===== src/rtl/axi_crossbar_bresp_router.sv =====
// Write-response return path: remembers the one-hot grant of every accepted AW in order
// and steers each slave B response back to the master that issued the matching write.
module axi_crossbar_bresp_router #(
  parameter int AXI_REQUEST_NUM = 3,
  parameter int OUTSTANDING_NUM = 4
) (
  input  logic                               ACLK,
  input  logic                               ARESETN,
  input  logic                               grant_valid_i,
  input  logic [AXI_REQUEST_NUM-1:0]         grant_i,
  output logic                               grant_ready_o,
  input  logic                               s_bvalid_i,
  input  logic [1:0]                         s_bresp_i,
  output logic                               s_bready_o,
  output logic [AXI_REQUEST_NUM-1:0]         m_bvalid_o,
  output logic [1:0]                         m_bresp_o,
  input  logic [AXI_REQUEST_NUM-1:0]         m_bready_i,
  output logic [$clog2(OUTSTANDING_NUM):0]   outstanding_o,
  output logic                               err_grant_o
);

  localparam int N  = AXI_REQUEST_NUM;
  localparam int PW = $clog2(OUTSTANDING_NUM);
  localparam int CW = PW + 1;
  localparam logic [CW-1:0] FULL_CNT = CW'(OUTSTANDING_NUM);

  logic [N-1:0]  fifo_q [OUTSTANDING_NUM];
  logic [N-1:0]  fifo_d [OUTSTANDING_NUM];
  logic [PW-1:0] wr_ptr_q, wr_ptr_d;
  logic [PW-1:0] rd_ptr_q, rd_ptr_d;
  logic [CW-1:0] count_q, count_d;
  logic          rsp_valid_q, rsp_valid_d;
  logic [N-1:0]  rsp_dest_q, rsp_dest_d;
  logic [1:0]    rsp_resp_q, rsp_resp_d;
  logic          err_q, err_d;

  logic grant_onehot;
  logic fifo_empty;
  logic out_done;
  logic push;
  logic pop;

  // A slot freed by a same-cycle pop is deliberately not reusable until the next cycle.
  assign grant_onehot  = (grant_i != '0) && ((grant_i & (grant_i - N'(1))) == '0);
  assign grant_ready_o = (count_q != FULL_CNT);
  assign fifo_empty    = (count_q == '0);
  assign out_done      = rsp_valid_q & |(m_bready_i & rsp_dest_q);
  assign s_bready_o    = !fifo_empty & (!rsp_valid_q | out_done);
  assign push          = grant_valid_i & grant_ready_o & grant_onehot;
  assign pop           = s_bvalid_i & s_bready_o;

  assign m_bvalid_o    = rsp_dest_q & {N{rsp_valid_q}};
  assign m_bresp_o     = rsp_resp_q;
  assign outstanding_o = count_q;
  assign err_grant_o   = err_q;

  always_comb begin
    for (int i = 0; i < OUTSTANDING_NUM; i++) fifo_d[i] = fifo_q[i];
    wr_ptr_d    = wr_ptr_q;
    rd_ptr_d    = rd_ptr_q;
    count_d     = count_q;
    rsp_valid_d = rsp_valid_q;
    rsp_dest_d  = rsp_dest_q;
    rsp_resp_d  = rsp_resp_q;
    err_d       = err_q | (grant_valid_i & !grant_onehot);

    if (push) begin
      fifo_d[wr_ptr_q] = grant_i;
      wr_ptr_d         = wr_ptr_q + PW'(1);
    end

    // A new pop overwrites the register; otherwise an accepted response empties it.
    if (pop) begin
      rsp_valid_d = 1'b1;
      rsp_dest_d  = fifo_q[rd_ptr_q];
      rsp_resp_d  = s_bresp_i;
      rd_ptr_d    = rd_ptr_q + PW'(1);
    end else if (out_done) begin
      rsp_valid_d = 1'b0;
    end

    case ({push, pop})
      2'b10:   count_d = count_q + CW'(1);
      2'b01:   count_d = count_q - CW'(1);
      default: count_d = count_q;
    endcase
  end

  always_ff @(posedge ACLK or negedge ARESETN) begin
    if (!ARESETN) begin
      for (int i = 0; i < OUTSTANDING_NUM; i++) fifo_q[i] <= '0;
      wr_ptr_q    <= '0;
      rd_ptr_q    <= '0;
      count_q     <= '0;
      rsp_valid_q <= 1'b0;
      rsp_dest_q  <= '0;
      rsp_resp_q  <= 2'b00;
      err_q       <= 1'b0;
    end else begin
      for (int i = 0; i < OUTSTANDING_NUM; i++) fifo_q[i] <= fifo_d[i];
      wr_ptr_q    <= wr_ptr_d;
      rd_ptr_q    <= rd_ptr_d;
      count_q     <= count_d;
      rsp_valid_q <= rsp_valid_d;
      rsp_dest_q  <= rsp_dest_d;
      rsp_resp_q  <= rsp_resp_d;
      err_q       <= err_d;
    end
  end

endmodule


===== config.mk =====
export PLATFORM = sky130hd
export DESIGN_NAME = axi_crossbar_bresp_router
export DESIGN_NICKNAME = d
export VERILOG_FILES = /design/src/rtl/axi_crossbar_bresp_router.sv
export SDC_FILE = /design/constraint.sdc
export NUM_CORES = 1
export LEC_CHECK = 0
export CAP_MARGIN = 30
export CORE_MARGIN = 2
export CORE_UTILIZATION = 44
export CTS_BUF_LIST = sky130_fd_sc_hd__clkbuf_4
export CTS_CLUSTER_DIAMETER = 100
export DETAILED_ROUTE_END_ITERATION = 8
export HOLD_SLACK_MARGIN = 0.03
export PLACE_DENSITY = 0.69
export SKIP_CTS_REPAIR_TIMING = 1
export SYNTH_ARGS = -nofsm -noshare
export SYNTH_HDL_FRONTEND = slang
export SYNTH_SLANG_ARGS = --single-unit

===== constraint.sdc =====
create_clock -name ACLK -period 5.55 [get_ports ACLK]
set_input_delay 0.8325 -clock ACLK [delete_from_list [all_inputs] [get_ports ACLK]]
set_output_delay 0.8325 -clock ACLK [all_outputs]
set_load 0.01 [all_outputs]

# ---- Yosys cells after proc, flatten, opt, wreduce, memory -nomap -nowiden
# Index checks and enable logic that the tools add are counted.
dict set report word_totals {
  inputBits 12
  register_bits 26
}
dict set report op_classes {
  eq_ne 3
  add_sub_neg 5
  muxes 9
  n_reduce_logical 11
  n_bitwise 13
  order_cmp 3
}
# cell count
set op_table {}
lappend op_table {{bitwise mux 12 bit} 1}
lappend op_table {{AND 3 bit} 3}
lappend op_table {{two-way mux 3 bit} 3}
lappend op_table {{AND 1 bit} 6}
lappend op_table {{binary-select mux 3 bit (select 2 bit)} 1}
lappend op_table {{demux 3 bit (select 2 bit)} 1}
lappend op_table {{greater-or-equal comparator 3 bit, second input constant} 2}
lappend op_table {{zero test 3 bit} 2}
lappend op_table {{NOT 2 -> 3 bit} 2}
lappend op_table {{one-hot mux 3 bit (2 select lines)} 1}
lappend op_table {{subtractor 3 x 1 -> 3 bit, second input constant} 2}
lappend op_table {{adder 2 x 1 -> 2 bit, second input constant} 2}
lappend op_table {{nonzero test 2 bit} 2}
lappend op_table {{adder 3 x 1 -> 3 bit, second input constant} 1}
lappend op_table {{zero test 1 bit} 3}
lappend op_table {{less-than comparator 3 x 1 -> 1 bit, second input constant} 1}
lappend op_table {{!= test 3 bit, second input constant} 1}
lappend op_table {{nonzero test 3 bit} 1}
lappend op_table {{OR reduction 3 bit} 1}
lappend op_table {{== test 2 x 1 -> 1 bit, second input constant} 1}
lappend op_table {{== test 2 bit, second input constant} 1}
lappend op_table {{logical AND 1 bit} 2}
lappend op_table {{two-way mux 1 bit} 2}
lappend op_table {{OR 1 bit} 2}

# ---- Logic depth before layout (Yosys ltp)
# Gate-level depths: netlist of run 1.
dict set report depth {
  depth_word 8
  mapped_depth 9
}

# ---- Worst setup path after synthesis of run 1
# OpenSTA, ideal clock, no wires.
dict set report synth_timing {
  path_type {in2reg}
  from {input m_bready_i[1]}
  to {register count_q[2] (netlist: outstanding_o[2])}
  required_ns 5.471
  n_path_buf 0
  path_slack_ns 3.130
  path_stages 8
  arrival_time_ns 2.341
  setup_ns 0.079
  path_cell_list {a22oi_1 a31oi_2 ha_1 inv_1 fa_1 xor2_1 nor2_1 xor2_1}
}
dict set report synth_via {
  elab_chain_cells 8
  word_cells_on_any_way 10
  cone_classes {eq/ne: 2; mux: 1; bitwise: 5; reduce/logical: 2}
}
# element line_no
set synth_lines {}
lappend synth_lines {{start, declared} 17} ;# input logic [AXI_REQUEST_NUM-1:0] m_bready_i,
lappend synth_lines {{AND 3 bit (*)} 47} ;# assign out_done = rsp_valid_q & |(m_bready_i & rsp_dest_q);
lappend synth_lines {{OR reduction 3 bit (*)} 47}
lappend synth_lines {{AND 1 bit (*)} 47}
lappend synth_lines {{OR 1 bit (*)} 48} ;# assign s_bready_o = !fifo_empty & (!rsp_valid_q | out_done);
lappend synth_lines {{AND 1 bit (*)} 48}
lappend synth_lines {{AND 1 bit (*)} 50} ;# assign pop = s_bvalid_i & s_bready_o;
lappend synth_lines {{named net pop} 41} ;# logic pop;
lappend synth_lines {{== test 2 x 1 -> 1 bit / == test 2 bit (equally long branches)} 82} ;# case ({push, pop})
lappend synth_lines {{one-hot mux 3 bit (2 select lines) / nonzero test 2 bit (equally long branches)} --}
lappend synth_lines {{end signal, assigned} 103} ;# count_q <= count_d;
lappend synth_lines {{end, declared} 31} ;# logic [CW-1:0] count_q, count_d;
# Mark *: on every way through the listed nets, which the timed path passes. The rest lies on a longest branch.
# A chain may end at the register's enable or synchronous reset.

# ---- Worst setup path in the final report of run 1
dict set report layout_timing {
  from {input m_bready_i[1]}
  to {output s_bready_o}
}
dict set report layout_via {
  elab_chain_cells 5
}
# element line_no
set layout_lines {}
lappend layout_lines {{AND 3 bit} 47}
lappend layout_lines {{OR reduction 3 bit} 47}
lappend layout_lines {{AND 1 bit} 47}
lappend layout_lines {{OR 1 bit} 48}
lappend layout_lines {{AND 1 bit} 48}
lappend layout_lines {{end, declared} 14} ;# output logic s_bready_o,
# Every way passes these cells.

==> run summary, run 1 <==
Status: complete, no violations
Largest net degree at the start of global routing: 27
CTS tree: yes
Reg2reg start: outstanding_o[2]
Share of cells above drive strength 1: 0.2368
Worst R2R End: outstanding_o[2]
CP Class: in -> out
Vias in the first global route: 771
Maxcap violations: 0
Die span in y: 57.01 um
Port Buffer Count: 22
Leakage: 0.6602 nW
# H-tree levels: 1
Via count: 763
Initial Util: 0.4561
WHS Path Cells: 1
Placement Setup Slack: 2.451 ns
Hold path start: err_grant_o
Avg Inst Size Synth: 13.89 sq um
Power Density: 527.6 nW/um^2
Area delta synth->final: 23.08%
Flops & latches, synth: 26
Worst setup EP type: output port
Synth async-reset ratio: 1.000
Setup violators final: 0
Max IR drop VDD: 0.0003490 V
EDFF count, synth: 0
Final setup margin: 2.458 ns
Reg2reg setup slack: 3.37 ns
Die span in x: 57.01 um
Total gr overflow: 0
Worst Path Arrival: 2.26 ns
Post-synthesis sequential area ratio: 0.5263
Final hold violations: 0
Post-layout min period: 3.092 ns
Clock-pin slew on the worst setup and hold paths: 0.12 ns
Routed vias/inst: 5.262
Max Clock Freq: 0.3235 GHz
Num CTS Buffers: 3
Rel. slew slack: 0.6803
Critical Path RT: 4.72 ns
I/O Pins: 23
Slew at the pin with the worst max-slew slack: 0.4781 ns
DPL Wire Length: 1607 um
Final Skew: 0.0009374 ns
Placed cell area: 1499 sq um
Yosys Warn Count: 0
Critical Path Start Type: input port
TritonCTS Sinks: 26
Final nets: 134
Core ar.: 2710 sq um
Mapped Cells: 89
Syn_nets: 107
Synth unique cells: 23
Drt wl/cell: 14.37 um
Root Driver: clkbuf_4
CP max FO: 2
Gr usage total: 0.1472
Worst min path class: reg -> reg
Design area: 1521 sq um
FP Rows: 19
Setup repair after global routing missed its margin: false
Worst r2r path cells: 8
Setup TNS: 0 ns
Die ar.: 3250 sq um
DRT iter0 DRCs: 6
# diodes: 0
Drt first pass iters: 4
Routed Antenna Nets: 0
First-pass GRT wire length: 3663 um
Final period utilization: 0.5570
Top_reg_cell synth: dfrtp_1
Fin Hold WS: 0.4928 ns
Post-Route WL: 2083 um
Hold Path End: err_grant_o
Clock Latency Late Sink: 0.30 ns
Slew Limit Fails: 0
Antenna violations before repair: 0
Synthesized cell area: 1236 sq um
GPL Wtd Cong: 0.7319
DRC: 0
CTS max path bufs: 2
-- logic make-up after synthesis --
group           synth area share
flops                     0.5263
simple gates             0.05971
fa+ha+maj                0.06680
compound gates           0.04656
buf+inv                  0.02125
mux                       0.2297
xor+xnor                 0.04960
-- routing by layer --
metal | GRT usage | up-vias | wire (um)
li1 | - | 366 | -
met1 | 0.1915 | 375 | 954
met2 | 0.2332 | 20 | 985
met3 | 0.03628 | 2 | 120
met4 | 0.06977 | 0 | 23
met5 | 0 | - | 0
-- worst max path at each step --
| stage | startpoint | to | cells after the start |
|---|---|---|---|
| 5_1_grt | m_bready_i[1] | s_bready_o | 5 |
| 4_1_cts | m_bready_i[1] | s_bready_o | 5 |
| 3_5_place_dp | grant_i[1] | outstanding_o[2] | 10 |
| 6_report | m_bready_i[1] | s_bready_o | 5 |
| 3_3_place_gp | m_bready_i[1] | s_bready_o | 5 |
| 2_1_floorplan | m_bready_i[1] | outstanding_o[2] | 8 |
-- layout make-up --
| cell class | instances | area (sq um) |
|---|---|---|
| fillers | 263 | 1189 |
| flip-flops and latches | 26 | 650.6 |
| multi-input cells | 56 | 559.3 |
| repair buffers | 23 | 227.7 |
| well taps | 31 | 38.79 |
| clock buffers | 3 | 22.52 |
| inverters | 6 | 22.52 |
-- cells in the mapped netlist, types with 3 or more instances --
cell,n,area share
dfrtp_1,26,0.53
mux2_2,17,0.15
inv_1,6,0.018
ha_1,5,0.051
nand4_1,4,0.020
xor2_1,4,0.028
and2_1,3,0.015
mux4_2,3,0.055
nand2_1,3,0.0091
nand3_1,3,0.012
xnor2_1,3,0.021
-- cell usage in the layout (no fill, tap or decap), types with 3 or more instances in the layout --
cell,count
clkdlybuf4s50_1,22
ha_1,5
mux4_2,3
xor2_1,4
mux2_2,17
clkbuf_4,3
and2_1,3
inv_1,6
dfrtp_1,26
nand4_1,4
nand2_1,3
nand3_1,3
xnor2_1,3
-- power by group --
part | internal (mW) | total [mW] | switching [mW] | leakage, nW
Sequential | 0.283 | 0.360 | 0.0761 | 0.306
Clock | 0.0253 | 0.0752 | 0.0498 | 0.0138
Combinational | 0.232 | 0.368 | 0.136 | 0.340
-- sequential cells by signal, summed over array words and instances, names as in the netlist --
register	flops
err_grant_o	1
wr_ptr_q	2
rsp_dest_q	3
fifo_q	12
outstanding_o	3
rd_ptr_q	2
m_bresp_o	2
rsp_valid_q	1
-- critical path, stage by stage --
cell             delay (ns)
clkdlybuf4s50_1        0.41
a22oi_1                0.27
nand3_1                0.15
o31a_1                 0.13
clkdlybuf4s50_1        0.47
-- per-stage QoR --
stage / cells / util / total power, mW
2_1_floorplan: 89 / - / 0.5993
3_3_place_gp: 142 / 0.5531 / 0.7233
3_5_place_dp: 142 / 0.5531 / 0.7395
4_1_cts: 145 / 0.5614 / 0.8156
5_1_grt: 145 / 0.5614 / 0.8662
6_report: 145 / 0.5614 / 0.8028
Note: power is estimated with default switching activity, not from simulation.
==> run 2: changes to the inputs <==
==> constraint.sdc (replaced) <==
create_clock -name ACLK -period 3 [get_ports ACLK]
set_input_delay 0.45 -clock ACLK [delete_from_list [all_inputs] [get_ports ACLK]]
set_output_delay 0.45 -clock ACLK [all_outputs]
set_load 0.01 [all_outputs]
==> run 2 against run 1 <==
  * First-iteration DRC count increased to 2.8 times the previous value
  * Sequential power increased by 87%
  * Core utilization increased by 0.42 points
  * Die area unchanged
  * Sequential share of layout area decreased by 0.31 points
  * Register-to-register slack got worse by 2.5 ns
  * Clock skew increased by 0.0048 ns
  * Combinational power increased by 90%
==> run summary, run 2 (synthesis results as in run 1) <==
# diodes: 0
Worst setup EP type: flop
Placed cells: 143
Crit path cell chain: clkdlybuf4s50_1 -> xor2_1 -> o21a_2 -> nand3_1 -> ha_1 -> inv_1 -> fa_1 -> xor2_1 -> nor2_1 -> xor2_1
Area delta synth->final: 23.99%
Num CTS Buffers: 3
DRT iter0 DRCs: 17
Max IR drop VDD: 0.0006671 V
GPL Wtd Cong: 0.7816
CP Class: in -> reg
DPL Wire Length: 1712 um
Slew at the pin with the worst max-slew slack: 0.3352 ns
Setup violators final: 0
Die span in y: 57.01 um
Final period utilization: 0.7950
Placed cell area: 1506 sq um
Status: complete, no violations
Critical Path Start Type: input port
Crit path max-delay family: adder cells
Setup TNS: 0 ns
Routed Antenna Nets: 0
Setup repair after global routing missed its margin: false
Drt first pass iters: 4
Routed vias/inst: 5.340
Core ar.: 2710 sq um
Gr usage total: 0.1549
Design area: 1533 sq um
Initial Util: 0.4561
Placement Setup Slack: 0.2591 ns
CTS tree: yes
Crit-path max cell delay: 0.50 ns
DRC: 0
Power Density: 990.6 nW/um^2
Fin Hold WS: 0.4938 ns
Final nets: 135
TritonCTS Sinks: 26
I/O Pins: 23
Final non-filler cell total: 147
Critical Path RT: 3.25 ns
Final Skew: 0.005744 ns
Worst min path class: in -> async
Worst path bufs/invs: 2
Total gr overflow: 0
Root Driver: clkbuf_4
Antenna violations before repair: 0
Via count: 785
# H-tree levels: 1
Slew Limit Fails: 0
Drt wl/cell: 15.16 um
Post-layout min period: 2.385 ns
Crit path top cell by count: xor2_1
Tot Pwr: 1.518 mW
Most common cell after layout, fill and taps aside: dfrtp_1
Share of cells above drive strength 1: 0.2414
Final core utilization: 0.5656
Rel. slew slack: 0.7747
FP Rows: 19
CP max FO: 6
Die ar.: 3250 sq um
Largest register FFs: 12
Die span in x: 57.01 um
Final hold violations: 0
Max Clock Freq: 0.4193 GHz
Largest Register: fifo_q
Worst Path Arrival: 2.63 ns
Commonest non-fill, non-tap cells in the layout: dfrtp_1, clkdlybuf4s50_1, mux2_2
Leakage: 0.6668 nW
# fillers: 235
Clock-pin slew on the worst setup and hold paths: 0.13 ns
Post-Route WL: 2228 um
Crit-path slowest cell: clkdlybuf4s50_1
Port Buffer Count: 22
First-pass GRT wire length: 3884 um
Final setup margin: 0.6151 ns
Maxcap violations: 0
Clock Latency Late Sink: 0.31 ns
Vias in the first global route: 799
Largest net degree at the start of global routing: 27
CTS max path bufs: 2
run 2: changes by cell type in the layout (fill, tap and decap cells not counted), sizes merged:
cell,delta
clkinv,+1
buf,+1
run 2: final timing paths:
| check | end | slack [ns] | depth (start not counted) | start |
|---|---|---|---|---|
| hold reg to reg | err_grant_o | 0.50 | 1 | err_grant_o |
| hold / removal | rsp_dest_q[1] | 0.49 | 2 | ARESETN |
| setup reg to reg | outstanding_o[2] | 0.83 | 9 | outstanding_o[0] |
| setup / recovery | outstanding_o[2] | 0.62 | 10 | grant_i[1] |
| min in group ACLK | err_grant_o | 0.50 | 1 | err_grant_o |
| max in group asynchronous | fifo_q[9] | 2.25 | 2 | ARESETN |
run 2: per-layer routing:
metal  GRT usage  share of wire  wire length (um)
met2      0.2545           0.48              1064
met5           0              0                 0
met1      0.2015           0.45              1010
met3     0.02721          0.061               136
met4     0.06977         0.0076                17
run 2: report_power, final:
group / internal, mW / switching (mW) / leakage [nW] / total, mW
clock: 0.0486 / 0.0967 / 0.0154 / 0.145
combinational: 0.437 / 0.262 / 0.345 / 0.700
sequential: 0.524 / 0.149 / 0.306 / 0.673
run 2: area by class of cell:
type | instances | area (sq um) | area share
Clock inverter | 1 | 3.754 | 0.002449
Sequential cell | 26 | 650.6 | 0.4245
Multi-Input combinational cell | 56 | 559.3 | 0.3649
Tap cell | 31 | 38.79 | 0.02531
Inverter | 6 | 22.52 | 0.01469
Timing Repair Buffer | 24 | 235.2 | 0.1535
Clock buffer | 3 | 22.52 | 0.01469
